File: config.mk
export PLATFORM = sky130hd
export DESIGN_NAME = ctrl_pipe
export DESIGN_NICKNAME = d
export VERILOG_FILES = /design/src/rtl/ctrl_pipe.sv
export SDC_FILE = /design/constraint.sdc
export NUM_CORES = 1
export LEC_CHECK = 0
export CAP_MARGIN = 0
export CORE_ASPECT_RATIO = 0.5
export CORE_MARGIN = 2
export CORE_UTILIZATION = 46
export CTS_CLUSTER_SIZE = 30
export DETAILED_ROUTE_END_ITERATION = 8
export GPL_TIMING_DRIVEN = 0
export PLACE_DENSITY = 0.82
export RECOVER_POWER = 100
export SETUP_SLACK_MARGIN = 0.2
export SLEW_MARGIN = 40
export SYNTH_ARGS = -nofsm -noshare
export SYNTH_HDL_FRONTEND = slang
export SYNTH_SLANG_ARGS = --single-unit
File: constraint.sdc
create_clock -name clk -period 5 [get_ports clk]
set_clock_uncertainty 0.2 [all_clocks]
set_input_delay 1 -clock clk [delete_from_list [all_inputs] [get_ports clk]]
set_output_delay 1 -clock clk [all_outputs]
set_load 0.05 [all_outputs]
File: src/rtl/ctrl_pipe.sv
// Control-word pipeline: carries decoded control bits through STAGES stages with
// per-stage stall/flush, upstream hold propagation and a multi-cycle hold on stage 0.

module ctrl_pipe_stage #(
    parameter int CW = 16
) (
    input  logic          clk,
    input  logic          rst,
    input  logic          flush,
    input  logic          hold,
    input  logic          upHold,
    input  logic [CW-1:0] upCtrl,
    input  logic          upValid,
    output logic [CW-1:0] ctrl,
    output logic          valid
);
    always_ff @(posedge clk or negedge rst) begin
        if (!rst) begin
            ctrl  <= '0;
            valid <= 1'b0;
        end else if (flush) begin
            ctrl  <= '0;
            valid <= 1'b0;
        end else if (!hold) begin
            // upstream stuck while we advance: a bubble fills the gap
            if (upHold) begin
                ctrl  <= '0;
                valid <= 1'b0;
            end else begin
                ctrl  <= upCtrl;
                valid <= upValid;
            end
        end
    end
endmodule

module ctrl_pipe #(
    parameter int CW        = 16,
    parameter int STAGES    = 3,
    parameter int MC_CYCLES = 4,
    parameter int CNTW      = 3
) (
    input  logic                 clk,
    input  logic                 rst,
    input  logic [CW-1:0]        ctrlD,
    input  logic                 validD,
    input  logic                 mcD,
    input  logic [STAGES-1:0]    stall,
    input  logic [STAGES-1:0]    flush,
    output logic [STAGES*CW-1:0] ctrl_q,
    output logic [STAGES-1:0]    valid_q,
    output logic                 stallD,
    output logic                 mc_busy,
    output logic [CNTW-1:0]      mc_cnt
);
    logic [STAGES-1:0]         hold;
    logic [STAGES-1:0]         upHold;
    logic [STAGES-1:0]         upValid;
    logic [STAGES-1:0][CW-1:0] upCtrl;
    logic [STAGES-1:0][CW-1:0] stageCtrl;
    logic                      load0;

    assign mc_busy = |mc_cnt;
    assign stallD  = hold[0];
    assign ctrl_q  = stageCtrl;
    assign load0   = !flush[0] && !hold[0];

    // hold resolves from the last stage back towards decode
    always_comb begin
        hold = '0;
        hold[STAGES-1] = stall[STAGES-1];
        for (int k = STAGES - 2; k >= 0; k--)
            hold[k] = stall[k] | hold[k+1];
        hold[0] = hold[0] | mc_busy;
    end

    always_comb begin
        upHold     = '0;
        upCtrl     = '0;
        upValid    = '0;
        upCtrl[0]  = ctrlD;
        upValid[0] = validD;
        for (int k = 1; k < STAGES; k++) begin
            upHold[k]  = hold[k-1];
            upCtrl[k]  = stageCtrl[k-1];
            upValid[k] = valid_q[k-1];
        end
    end

    genvar k;
    generate
        for (k = 0; k < STAGES; k++) begin : gStage
            ctrl_pipe_stage #(.CW(CW)) uStage (
                .clk    (clk),
                .rst    (rst),
                .flush  (flush[k]),
                .hold   (hold[k]),
                .upHold (upHold[k]),
                .upCtrl (upCtrl[k]),
                .upValid(upValid[k]),
                .ctrl   (stageCtrl[k]),
                .valid  (valid_q[k])
            );
        end
    endgenerate

    // counter counts the extra cycles beyond the load edge; downstream stalls don't pause it
    always_ff @(posedge clk or negedge rst) begin
        if (!rst)
            mc_cnt <= '0;
        else if (flush[0])
            mc_cnt <= '0;
        else if (MC_CYCLES > 1 && load0 && validD && mcD)
            mc_cnt <= CNTW'(MC_CYCLES - 1);
        else if (mc_busy)
            mc_cnt <= mc_cnt - CNTW'(1);
    end
endmodule

==> impl_summary.txt <==
----------------------------------------------------
[Status]
  Status ... finished, violations left
  Violations in the final reports ... capacitance limit, slew limit

[Pwr]
  Worst IR Drop VDD ... 192 uV
  Power density over the cells ... 318 nW/um^2
  Cell leakage power ... 1.49 nW

[Yosys]
  Synthesized area per cell ... 12.2 um^2
  Primary FF master, synth ... sky130_fd_sc_hd__dfrtp_1
  Number of unique standard cell types used by synthesis ... 19
  Mapped Area ... 2100 um^2
  Number of enable flip-flop cells after synthesis ... 0
  Share of async-settable or async-resettable flops after synthesis ... 100%
  Count of warnings emitted by yosys ... 0
  Cell type with the highest aggregate area in the netlist ... sky130_fd_sc_hd__dfrtp_1
  Flip-flop and latch count after synthesis ... 54
  Area share of the leading cell type in the synthesized netlist ... 64.4%
  Share of synthesized area occupied by flip-flops and latches ... 64.4%
  Mapped Nets ... 200
  Largest cells by area after synthesis ... sky130_fd_sc_hd__dfrtp_1 (64%), sky130_fd_sc_hd__a22o_1 (14%), sky130_fd_sc_hd__nand2_1 (6.1%)
  Mapped Cells ... 172

[Route]
  First drt pass iteration count ... 4
  Wire length after detailed routing ... 5250 um
  Post-route DRC violation count ... 0
  Initial DRC Count ... 99
  Topmost layer with routed signal wires ... met4
  Routed wirelength normalized by instance count ... 16.5 um
  Remaining number of nets flagged by the antenna check after routing ... 0
  Wire length on met1 ... 2300 um
  DR vias/cell ... 5.30
  Total via count in the routed design ... 1685
  Routed wire length on met3 ... 237 um
  Routed wire length on met2 ... 2570 um

[Timing]
  Number of pins with negative max-slew slack in the final report ... 35
  Final Setup Violations ... 0
  Aggregate negative setup slack ... 0 ns
  Crit path setup slack, layout ... 0.361 ns
  Worst-margin pin slew ... 1.78 ns
  Post-route clock period utilization ... 92.8%
  RSZ-0062 raised after global routing ... no
  Fmax ... 0.216 GHz
  Minimum clock period ... 4.64 ns
  Slew HR ... -18.9%
  Final hold vios ... 0

[Clocking]
  Clock tree from TritonCTS ... done
  Total number of H-tree levels ... 2
  Clock tree sinks ... 54
  TritonCTS buffer count ... 5
  Clk Latency, worst-skew pair ... 0.32 ns
  Root Buffer Master ... sky130_fd_sc_hd__clkbuf_8
  Post-CTS setup repair buffer count ... 0
  Gates resized, CTS repair ... 0
  Max Buffers Root-to-Sink ... 2
  CTS clock-pin slew for the worst setup and hold paths ... 0.09 ns
  Hold-fix buffers at CTS ... 0

[Die]
  Initial Utilization ... 47.9%
  Die Span Y ... 51.8 um
  Row cnt ... 17
  Ports placed on the boundary ... 82
  Core Area ... 4380 um^2
  Chip width ... 99.5 um
  Die ar. ... 5150 um^2

[Critical path]
  Worst path arrival time ... 3.44 ns
  Critical path required time ... 3.80 ns
  Sort of element at the start of the critical path ... input port
  Startpoint-to-endpoint class of the critical path ... in2out
  Worst Path Max Fanout ... 10
  Crit. End Element ... primary output

[Hold path]
  Hold Crit Class ... reg2reg

[Placed design]
  Number of buffers inserted by port buffering ... 80
  Setup slack at placement ... 0.505 ns
  RD Place Congestion ... 0.828
  DP Wirelength ... 3980 um

[Finish]
  Area Overhead vs Synth ... 44.1%
  Count of fill cells added during filler insertion ... 323
  Diode insertion count for antenna repair ... 0
  Share of cells above drive strength 1 ... 5.36%
  Net count, final ... 288

[Global route]
  GRT Overall Usage ... 21.5%
  Largest net degree at the start of global routing ... 35
  Global-route wire length before repair ... 8240 um
  Number of global-route vias before repair ... 1654
  Remaining Overflow, GRT ... 0
  Initial antenna violation count ... 0

[Run]
  Max-cap violations ... 1

----------------------------------------------------
[worst max-delay path, cell delays in order]
cell	delay (ns)
sky130_fd_sc_hd__dlygate4sd3_1	0.63
sky130_fd_sc_hd__nor4b_4	0.64
sky130_fd_sc_hd__inv_4	0.15
sky130_fd_sc_hd__buf_2	0.23
sky130_fd_sc_hd__dlygate4sd3_1	0.79
[logic make-up after synthesis]
family                     share of synthesized area (%)
AOI/OAI and AO/OA                                   20.5
DFF                                                 64.4
and+or+nand+nor                                     9.72
buffers and inverters                               4.23
adders and majority gates                           1.19
[metal layers]
metal | vias up | track usage [%]
li1 | 798 | -
met1 | 823 | 27.7
met2 | 47 | 35.8
met3 | 17 | 4.03
met4 | 0 | 10.3
met5 | - | 0
[area by class of cell]
cell class	count	area [um^2]	share of cell area (%)
clock buffer	6	72.6	2.40
buffer	12	58.8	1.94
timing repair buffer	81	798	26.4
tap	57	71.3	2.36
clock inverter	2	13.8	0.455
sequential	54	1350	44.7
multi-input combinational	101	637	21.1
inverter	5	21.3	0.703
[synth_stat cells (2+ instances only)]
library cell	instances
sky130_fd_sc_hd__a211oi_1	2
sky130_fd_sc_hd__a21oi_1	18
sky130_fd_sc_hd__a22o_1	34
sky130_fd_sc_hd__a311oi_1	3
sky130_fd_sc_hd__buf_2	3
sky130_fd_sc_hd__buf_4	3
sky130_fd_sc_hd__clkbuf_1	5
sky130_fd_sc_hd__dfrtp_1	54
sky130_fd_sc_hd__ha_1	2
sky130_fd_sc_hd__inv_1	4
sky130_fd_sc_hd__nand2_1	34
sky130_fd_sc_hd__nor2_1	3
[final timing paths]
check                                     startpoint                   endpoint  slack (ns)  cells after the start
max                                         stall[2]                     stallD        0.36                      5
min                        gStage[2].uStage.ctrl[10]  gStage[2].uStage.ctrl[10]        0.31                      1
max reg2reg                                mc_cnt[0]     gStage[1].uStage.valid        2.05                      8
min reg2reg                gStage[2].uStage.ctrl[10]  gStage[2].uStage.ctrl[10]        0.31                      1
max in group asynchronous                        rst   gStage[0].uStage.ctrl[9]        1.75                      2
min in group asynchronous                        rst   gStage[1].uStage.ctrl[0]        0.66                      1
[where the power goes]
part           switching (W)  total, W  internal, W  leakage, nW
sequential         0.0000155  0.000470     0.000455        0.750
clock               0.000142  0.000241    0.0000991       0.0452
combinational       0.000168  0.000252    0.0000834        0.697
total               0.000325  0.000963     0.000637         1.49
[placed cells by master, fill, tap and decap left out, types with 2 or more instances in the layout]
| cell | n |
|---|---|
| sky130_fd_sc_hd__a21oi_1 | 18 |
| sky130_fd_sc_hd__clkbuf_1 | 10 |
| sky130_fd_sc_hd__nor3_1 | 2 |
| sky130_fd_sc_hd__a211oi_1 | 2 |
| sky130_fd_sc_hd__clkbuf_8 | 5 |
| sky130_fd_sc_hd__inv_1 | 4 |
| sky130_fd_sc_hd__clkdlybuf4s50_1 | 22 |
| sky130_fd_sc_hd__a311oi_1 | 3 |
| sky130_fd_sc_hd__dfrtp_1 | 54 |
| sky130_fd_sc_hd__ha_1 | 2 |
| sky130_fd_sc_hd__nor2_1 | 4 |
| sky130_fd_sc_hd__buf_4 | 3 |
| sky130_fd_sc_hd__nand2_1 | 34 |
| sky130_fd_sc_hd__buf_2 | 2 |
| sky130_fd_sc_hd__dlygate4sd3_1 | 57 |
| sky130_fd_sc_hd__a22o_1 | 34 |
[through the flow]
| stage | total power (W) | cell area [um^2] | std cells | utilization [%] | hold WS [ns] |
|---|---|---|---|---|---|
| global route | 0.00100 | 3020 | 318 | 69.0 | 0.329 |
| global placement | 0.000734 | 2970 | 309 | 67.8 | 0.289 |
| CTS | 0.000983 | 3070 | 318 | 70.2 | 0.318 |
| floorplan | 0.000641 | 2100 | 172 | - | 0.274 |
| finish | 0.000963 | 3020 | 318 | 69.0 | 0.311 |
| detailed placement | 0.000745 | 2990 | 310 | 68.2 | 0.295 |
[state kept, by name, indices dropped and copies added, names as in the netlist]
name and flops:
gStage.uStage.ctrl 48, gStage.uStage.valid 3, mc_cnt 3
Power figures use the tool's default switching activity.
